===== config.mk =====
export PLATFORM = sky130hd
export DESIGN_NAME = bcd2bin_seq
export DESIGN_NICKNAME = d
export VERILOG_FILES = /design/src/rtl/bcd_pkg.sv /design/src/rtl/bcd_mac_step.sv /design/src/rtl/bcd2bin_seq.sv
export SDC_FILE = /design/constraint.sdc
export NUM_CORES = 1
export LEC_CHECK = 0
export ABC_AREA = 1
export CORE_AREA = 3 3 60 90
export DETAILED_ROUTE_END_ITERATION = 10
export DIE_AREA = 0 0 63 93
export PLACE_DENSITY_LB_ADDON = 0.15
export SETUP_SLACK_MARGIN = 0.15
export SLEW_MARGIN = 20
export SYNTH_ARGS = -nofsm -noshare
export SYNTH_HDL_FRONTEND = slang
export SYNTH_SLANG_ARGS = --single-unit

===== constraint.sdc =====
create_clock -name clk -period 2.8 [get_ports clk]
set_clock_uncertainty 0.1 [all_clocks]
set_input_delay 0.42 -clock clk [delete_from_list [all_inputs] [get_ports clk]]
set_output_delay 0.42 -clock clk [all_outputs]
set_load 0.01 [all_outputs]

===== src/rtl/bcd_pkg.sv =====
// Types and constants shared by the BCD<->binary conversion blocks.
// The state encoding and the digit limit are common to both conversion directions.
package bcd_pkg;

  typedef enum logic [1:0] {
    IDLE = 2'd0,
    CONV = 2'd1,
    DONE = 2'd2
  } state_t;

  localparam logic [3:0] BCD_DIGIT_MAX = 4'd9;

  function automatic logic is_bad_digit(input logic [3:0] d);
    return d > BCD_DIGIT_MAX;
  endfunction

endpackage


===== src/rtl/bcd_mac_step.sv =====
// One multiply-accumulate step of BCD-to-binary conversion: acc*10 + digit.
// Also flags a non-decimal digit and a result that no longer fits in WIDTH bits.
module bcd_mac_step
  import bcd_pkg::*;
#(
  parameter int WIDTH = 8
) (
  input  logic [WIDTH+3:0] acc,
  input  logic [3:0]       digit,
  output logic [WIDTH+3:0] acc_next,
  output logic             digit_bad,
  output logic             step_ovf
);

  // acc never exceeds 2^WIDTH-1, so the shifted terms and the sum stay inside WIDTH+4 bits.
  assign acc_next  = (acc << 3) + (acc << 1) + {{WIDTH{1'b0}}, digit};
  assign digit_bad = is_bad_digit(digit);
  assign step_ovf  = |acc_next[WIDTH+3:WIDTH];

endmodule


===== src/rtl/bcd2bin_seq.sv =====
// Sequential BCD-to-binary converter: one digit per cycle, most significant digit first,
// with saturating overflow and invalid-digit reporting held alongside the result.
module bcd2bin_seq
  import bcd_pkg::*;
#(
  parameter int WIDTH  = 8,
  parameter int DIGITS = 3
) (
  input  logic                  clk,
  input  logic                  rst,
  input  logic                  start,
  input  logic [4*DIGITS-1:0]   bcd,
  output logic [WIDTH-1:0]      bin,
  output logic                  busy,
  output logic                  done,
  output logic                  err,
  output logic                  ovf
);

  localparam int CW = (DIGITS > 1) ? $clog2(DIGITS) : 1;
  localparam int AW = WIDTH + 4;
  localparam logic [CW-1:0] CNT_LAST = CW'(DIGITS - 1);

  state_t              state_reg, state_next;
  logic [4*DIGITS-1:0] shift_reg, shift_next;
  logic [AW-1:0]       acc_reg, acc_step;
  logic [CW-1:0]       cnt_reg;
  logic                err_sticky_reg, ovf_sticky_reg;
  logic [WIDTH-1:0]    bin_reg;
  logic                err_reg, ovf_reg;
  logic                accept, last_digit, digit_bad, step_ovf;
  logic [3:0]          digit;

  assign digit      = shift_reg[4*DIGITS-1 -: 4];
  assign last_digit = (cnt_reg == '0);

  // Nibble-wise left shift: each digit slot takes its lower neighbour, slot 0 fills with zero.
  genvar gi;
  generate
    for (gi = 0; gi < DIGITS; gi++) begin : g_shift
      if (gi == 0) begin : g_low
        assign shift_next[3:0] = 4'h0;
      end else begin : g_up
        assign shift_next[gi*4 +: 4] = shift_reg[(gi-1)*4 +: 4];
      end
    end
  endgenerate

  bcd_mac_step #(.WIDTH(WIDTH)) u_step (
    .acc       (acc_reg),
    .digit     (digit),
    .acc_next  (acc_step),
    .digit_bad (digit_bad),
    .step_ovf  (step_ovf)
  );

  always_ff @(posedge clk or negedge rst) begin
    if (!rst) state_reg <= IDLE;
    else      state_reg <= state_next;
  end

  always_comb begin
    state_next = state_reg;
    accept     = 1'b0;
    busy       = 1'b0;
    done       = 1'b0;
    case (state_reg)
      IDLE: begin
        if (start) begin
          accept     = 1'b1;
          state_next = CONV;
        end
      end
      CONV: begin
        busy = 1'b1;
        if (last_digit) state_next = DONE;
      end
      DONE: begin
        done = 1'b1;
        if (start) begin
          accept     = 1'b1;
          state_next = CONV;
        end else begin
          state_next = IDLE;
        end
      end
      default: state_next = IDLE;
    endcase
  end

  always_ff @(posedge clk or negedge rst) begin
    if (!rst) begin
      shift_reg      <= '0;
      acc_reg        <= '0;
      cnt_reg        <= '0;
      err_sticky_reg <= 1'b0;
      ovf_sticky_reg <= 1'b0;
      bin_reg        <= '0;
      err_reg        <= 1'b0;
      ovf_reg        <= 1'b0;
    end else if (accept) begin
      shift_reg      <= bcd;
      acc_reg        <= '0;
      cnt_reg        <= CNT_LAST;
      err_sticky_reg <= 1'b0;
      ovf_sticky_reg <= 1'b0;
    end else if (state_reg == CONV) begin
      shift_reg <= shift_next;
      if (digit_bad) err_sticky_reg <= 1'b1;
      // On overflow acc is frozen; the sticky flag alone decides the final result.
      if (step_ovf) ovf_sticky_reg <= 1'b1;
      else          acc_reg        <= acc_step;
      if (!last_digit) cnt_reg <= cnt_reg - 1'b1;
      if (last_digit) begin
        if (err_sticky_reg || digit_bad) begin
          bin_reg <= '0;
          err_reg <= 1'b1;
          ovf_reg <= 1'b0;
        end else if (ovf_sticky_reg || step_ovf) begin
          bin_reg <= '1;
          err_reg <= 1'b0;
          ovf_reg <= 1'b1;
        end else begin
          bin_reg <= acc_step[WIDTH-1:0];
          err_reg <= 1'b0;
          ovf_reg <= 1'b0;
        end
      end
    end
  end

  assign bin = bin_reg;
  assign err = err_reg;
  assign ovf = ovf_reg;

endmodule


==> qor.yml, run 1 <==
route:
  detail_route.iter0.violations: 72
  remaining_drc_errors: 0
  dr.pass1.iters: 4
  detail_route.wl_per_cell_um: 14.3
  wl_um: 5680
  ant_nets: 0
  avgViaCountPerCell: 5.09
  vias: 2015
place:
  globalplace.congestion: 0.836
  port-buffer-count: 26
  dp_hpwl_um: 4050
  placed_cell_area_sq_mm: 0.00278
power_and_ir_drop:
  p_int_mw: 1.83
  total_switching_power_mw: 1.50
  clockPowerShare: 0.110
  combinationalPowerShare: 0.613
  power_leakage_nw: 1.55
  switching_share: 0.451
  worst_ir_drop_vdd_mv: 0.627
  sequentialPowerShare: 0.277
  total_power_density_per_cell_area_mw_per_mm2: 1090
die:
  floorplan.io_pins: 27
  design.die.area_sq_mm: 0.00586
  core_area_sq_mm: 0.00477
  core.rowCount: 31
  die_span_x_um: 63
  die_y_um: 93
  initial_utilization: 0.512
timing:
  period_share: 0.926
  hold_violations: 0
  worst_pin_slew_ns: 0.882
  timing.slew.headroom: 0.412
  final_max_slew_violation_count: 0
  finalWorstPathRequiredPeriod_ns: 2.59
  rsz0062_at_grt: "no"
  fin_worst_hold_slack_ns: 0.143
  achievable-frequency_ghz: 0.386
  timing.final.setup_violations: 0
  final.setup.tns_ns: 0
cts:
  total_cts_buffers: 5
  cts_buffer_depth: 2
  cts_htree_levels: 2
  clk_transition_reported_paths_ns: 0.07
  clockRootBuffer: "clkbuf_8"
  cts.sink_count: 39
  insertion_delay_ns: 0.29
  cts_hold_buf: 0
  tritoncts: "done"
setup_path:
  timing.critical_path.required_ns: 2.88
  setup.worst_path.class: "reg2reg"
  worst_setup_path_start_kind: "flop"
  cp_data_arrival_time_ns: 2.68
  crit_path_max_fanout: 5
  endpoint_kind: "flop"
synth:
  async_reset_ff_frac: 1.00
  synth_area_leader: "dfrtp_1"
  ys_dominant_reg_cell: "dfrtp_1"
  synth_enable_flop_cells: 0
  syn_area_sq_mm: 0.00244
  synth.top_cells.by_area: "dfrtp_1 (40%), nand2_1 (9.8%), ha_1 (9.7%), inv_1 (5.8%), nand2_2 (4.6%)"
  synth_largest_type_area_fraction: 0.400
  post-synth-top-count-cell: "nand2_1"
  synth_cell_types: 32
  post_synth.cell_area_avg_sq_um: 8.66
  synth_nets: 318
  synthesis.instances: 282
  synth_commonest_cells: "nand2_1 (64), dfrtp_1 (39), inv_1 (38)"
  ys_warn_count: 0
  ys_seq_elements: 39
  synth-seq-area-share: 0.400
cells_and_area:
  fraction_of_final_layout_cells_with_drive_strength_greater_than_1: 0.239
  antennaDiodeCount: 0
  post-route-cell-area_sq_mm: 0.00305
  syn_to_final_growth_pct: 25.1
  flip_flop_count_of_the_largest_register_all_copies_and_words_added: 12
  finalNetCount: 365
  fin_util: 0.640
global_routing:
  first_pass_grt_wire_length_um: 9160
  grt_antenna_before_repair: 0
  grt_max_degree: 40
  first_global_vias: 2015
  globalRouteOverflowTotal: 0
  grt_usage: 0.203
job:
  timing.max_cap.violations: 0
run_status:
  status: "completed"
hold_path:
  hold_path_class: "in2async"
worst paths after layout:
check,startpoint,end,slack [ns],cells past startpoint
max reg2reg,shift_reg[11],bin[2],0.21,13
min,rst,bin[7],0.14,1
max,shift_reg[11],bin[2],0.21,13
max in group asynchronous,rst,state_reg[0],1.90,1
min in group clk,ovf,ovf,0.39,2
min reg2reg,ovf,ovf,0.39,2
power groups by stage:
stage                     clock [mW]  sequential [mW]  combinational (mW)
after floorplan                    0            0.937                1.22
after global placement             0            0.926                1.74
after detailed placement           0            0.932                1.78
after CTS                      0.372            0.918                1.90
after global routing           0.401            0.945                2.25
final                          0.367            0.922                2.04
critical path: stages, from the launching register on:
cell and delay, ns:
dfrtp_1 0.41, fa_1 0.50, buf_4 0.16, ha_4 0.24
nand2_1 0.07, nand2_2 0.08, nand4_1 0.13, nand2_1 0.10
nand2_2 0.09, nand2_4 0.08, nor2_8 0.19, nand3_4 0.14
nand2_4 0.13, nand2_2 0.05
cell type report:
type / count / area (sq um)
fillers: 419 / 1720
multi-input cells: 195 / 1360
flip-flops and latches: 39 / 976
repair buffers: 41 / 368
inverters: 47 / 190
well taps: 66 / 82.6
clock buffers: 7 / 76.3
clock inverters: 1 / 5.00
timing repair:
| action | 4_1_cts | 5_1_grt |
|---|---|---|
| endpoints found under the hold margin | 0 | 0 |
| cloned | 1 | 2 |
| pin swaps | 6 | 11 |
| endpoints found under the setup margin | 21 | 21 |
| buffers inserted | 8 | 5 |
| gates resized for setup | 1 | 13 |
layer usage:
layer  share of wire  vias up  global-route usage
li1                -     1015                   -
met1            0.38      951               0.211
met2            0.57       34               0.380
met3           0.018       15              0.0264
met4           0.036        0               0.122
met5               0        -                   0
cells in the final DEF (no fill, tap or decap), types with 2 or more instances in the layout:
cell type and n:
nand2_1 61, dfrtp_1 39, inv_1 37, clkdlybuf4s50_1 25
nand2_2 19, ha_1 17, nand3_1 15, buf_4 15
nor2_1 12, nand4_1 10, inv_2 8, nand3_2 7
o21ai_0 7, a22oi_1 6, o221ai_1 6, clkbuf_8 5
nand2_4 4, a21oi_1 4, nor2_4 3, nor2_2 3
o211ai_1 2, a21oi_2 2, nor2_8 2, nand3_4 2
xor2_1 2, xnor2_1 2, ha_4 2, clkbuf_1 2
cells by family (layout without fill, tap and decap cells):
group,count (synthesis),count (layout),share of synthesized area
AND/OR/NAND/NOR,137,140,0.301
buffers and inverters,51,96,0.0841
flip-flops,39,39,0.400
AO/OA/AOI/OAI,30,30,0.0871
adder cells (fa/ha/maj),21,21,0.114
XOR/XNOR,4,4,0.0144
stage by stage:
| stage | total power, mW | cells | setup WS (ns) |
|---|---|---|---|
| CTS | 3.19 | 389 | 0.153 |
| global route | 3.60 | 396 | 0.0937 |
| finish | 3.33 | 396 | 0.208 |
| floorplan | 2.16 | 282 | 0.220 |
| detailed placement | 2.71 | 372 | 0.0486 |
| global placement | 2.67 | 372 | 0.124 |
Power figures use the tool's default switching activity.
==> run 2, diff against run 1 <==
- GPL_TIMING_DRIVEN: not set -> 0
==> run 2 against run 1 <==
Utilization is 1.6 points higher. Critical path depth did not move. Die area is the same. Non-clock buffer count grew 3. Via count increased by 0.89%. Flip-flop and latch count unchanged. Clock power rose by 21%. Final area up 2.5%. Power up 2.7%.
==> qor.yml, run 2 (synthesis results as in run 1) <==
place:
  placed_cell_area_sq_mm: 0.00280
  dp_hpwl_um: 3990
  globalplace.congestion: 0.831
  port-buffer-count: 26
  dp_worst_setup_slack_ns: -0.0177
  placed_cells: 375
timing:
  finalWorstPathRequiredPeriod_ns: 2.67
  final_max_slew_violation_count: 0
  worst_pin_slew_ns: 0.693
  timing.final.setup_violations: 0
  timing.slew.headroom: 0.538
  period_share: 0.953
  fin_worst_hold_slack_ns: 0.391
  achievable-frequency_ghz: 0.375
  worst_slack_ns: 0.132
  hold_violations: 0
  final.setup.tns_ns: 0
  rsz0062_at_grt: "yes"
job:
  timing.max_cap.violations: 0
route:
  remaining_drc_errors: 0
  detail_route.wl_per_cell_um: 13.8
  ant_nets: 0
  avgViaCountPerCell: 5.12
  wl_um: 5480
  detail_route.iter0.violations: 48
  dr.pass1.iters: 4
  vias: 2033
cells_and_area:
  fin_util: 0.656
  final_cell_mix: "nand2_1 (59), dfrtp_1 (39), inv_1 (36), clkdlybuf4s50_1 (25), nand2_2 (21)"
  commonest_non_fill_non_tap_cell_in_the_layout: "nand2_1"
  finalNetCount: 367
  post-route-cell-area_sq_mm: 0.00313
  antennaDiodeCount: 0
  syn_to_final_growth_pct: 28.2
  instances_no_fill: 397
  fraction_of_final_layout_cells_with_drive_strength_greater_than_1: 0.260
  flip_flop_count_of_the_largest_register_all_copies_and_words_added: 12
cts:
  cts.sink_count: 39
  cts_htree_levels: 2
  clk_transition_reported_paths_ns: 0.07
  total_cts_buffers: 5
  clockRootBuffer: "clkbuf_8"
  tritoncts: "done"
  cts_buffer_depth: 2
  insertion_delay_ns: 0.29
global_routing:
  grtUsageMet1: 0.214
  first_global_vias: 1973
  grt_antenna_before_repair: 0
  globalRouteOverflowTotal: 0
  grt_usage: 0.195
  gr-usage-met3: 0.0288
  grt_max_degree: 30
  met2_routing_resource_usage_after_global_routing: 0.371
  first_pass_grt_wire_length_um: 8910
  top_usage_layer: "met2"
die:
  core.rowCount: 31
  design.die.area_sq_mm: 0.00586
  floorplan.io_pins: 27
  die_span_x_um: 63
  core_area_sq_mm: 0.00477
  initial_utilization: 0.512
  die_y_um: 93
setup_path:
  cp_data_arrival_time_ns: 2.74
  endpoint_kind: "flop"
  timing.critical_path.required_ns: 2.88
  setup.worst_path.class: "reg2reg"
  worst_setup_path_start_kind: "flop"
  crit_path_max_fanout: 8
power_and_ir_drop:
  worst_ir_drop_vdd_mv: 0.608
  finalPower_mw: 3.42
  power_leakage_nw: 1.57
  total_power_density_per_cell_area_mw_per_mm2: 1090
run_status:
  status: "completed"
hold_path:
  hold_path_class: "reg2reg"
-- run 2: cell types whose count changed in the layout (fill, tap and decap cells not counted), moves of 2 or more --
| cell | delta |
|---|---|
| nand3_2 | +5 |
| nand2_2 | +2 |
| nand3_1 | -6 |
| clkbuf_1 | +3 |
| nand2_1 | -2 |
| buf_4 | -4 |
-- run 2: path summary, 6_finish.rpt --
check | depth (start not counted) | slack [ns] | endpoint | startpoint
setup reg to reg | 13 | 0.13 | bin[7] | shift_reg[11]
hold / removal | 2 | 0.39 | ovf | ovf
max in group asynchronous | 3 | 1.72 | acc_reg[7] | rst
setup / recovery | 13 | 0.13 | bin[7] | shift_reg[11]
min in group asynchronous | 2 | 0.44 | bin[4] | rst
hold reg to reg | 2 | 0.39 | ovf | ovf
-- run 2: critical path, stage by stage, from the launching register on --
cell and delay [ns]:
dfrtp_1 0.42, fa_1 0.60, inv_2 0.05, fa_2 0.38, inv_2 0.09, nand2_2 0.07, nand3_2 0.07, nand2_2 0.05
nand2_2 0.09, nand2_4 0.07, nor2_8 0.23, nand3_4 0.16, nand2_8 0.12, nand3_2 0.06
-- run 2: where the power goes --
part | switching, mW | total, mW | internal [mW]
logic | 1.20 | 2.05 | 0.855
clock network | 0.183 | 0.444 | 0.261
registers | 0.130 | 0.924 | 0.794
-- run 2: timing repair --
item / in CTS / in global routing
hold endpoints to repair: 10 / 0
endpoints found under the setup margin: 21 / 21
pin swaps: 7 / 14
hold buffers: 1 / 0
gates resized for setup: 1 / 24
buffers inserted: 8 / 4
gates cloned: 1 / 1
-- run 2: final cells by class --
class | count | area, sq um
Timing Repair Buffer | 40 | 379
Sequential cell | 39 | 976
Tap cell | 66 | 82.6
Clock inverter | 1 | 30.0
Buffer | 4 | 15.0
Inverter | 47 | 190
Fill cell | 412 | 1640
Multi-Input combinational cell | 194 | 1380
Clock buffer | 6 | 72.6
-- run 2: per-layer routing --
layer  wire, um  vias up
li1           -     1018
met1       2090      966
met2       3130       39
met3        143       10
met4        121        0
met5          0        -
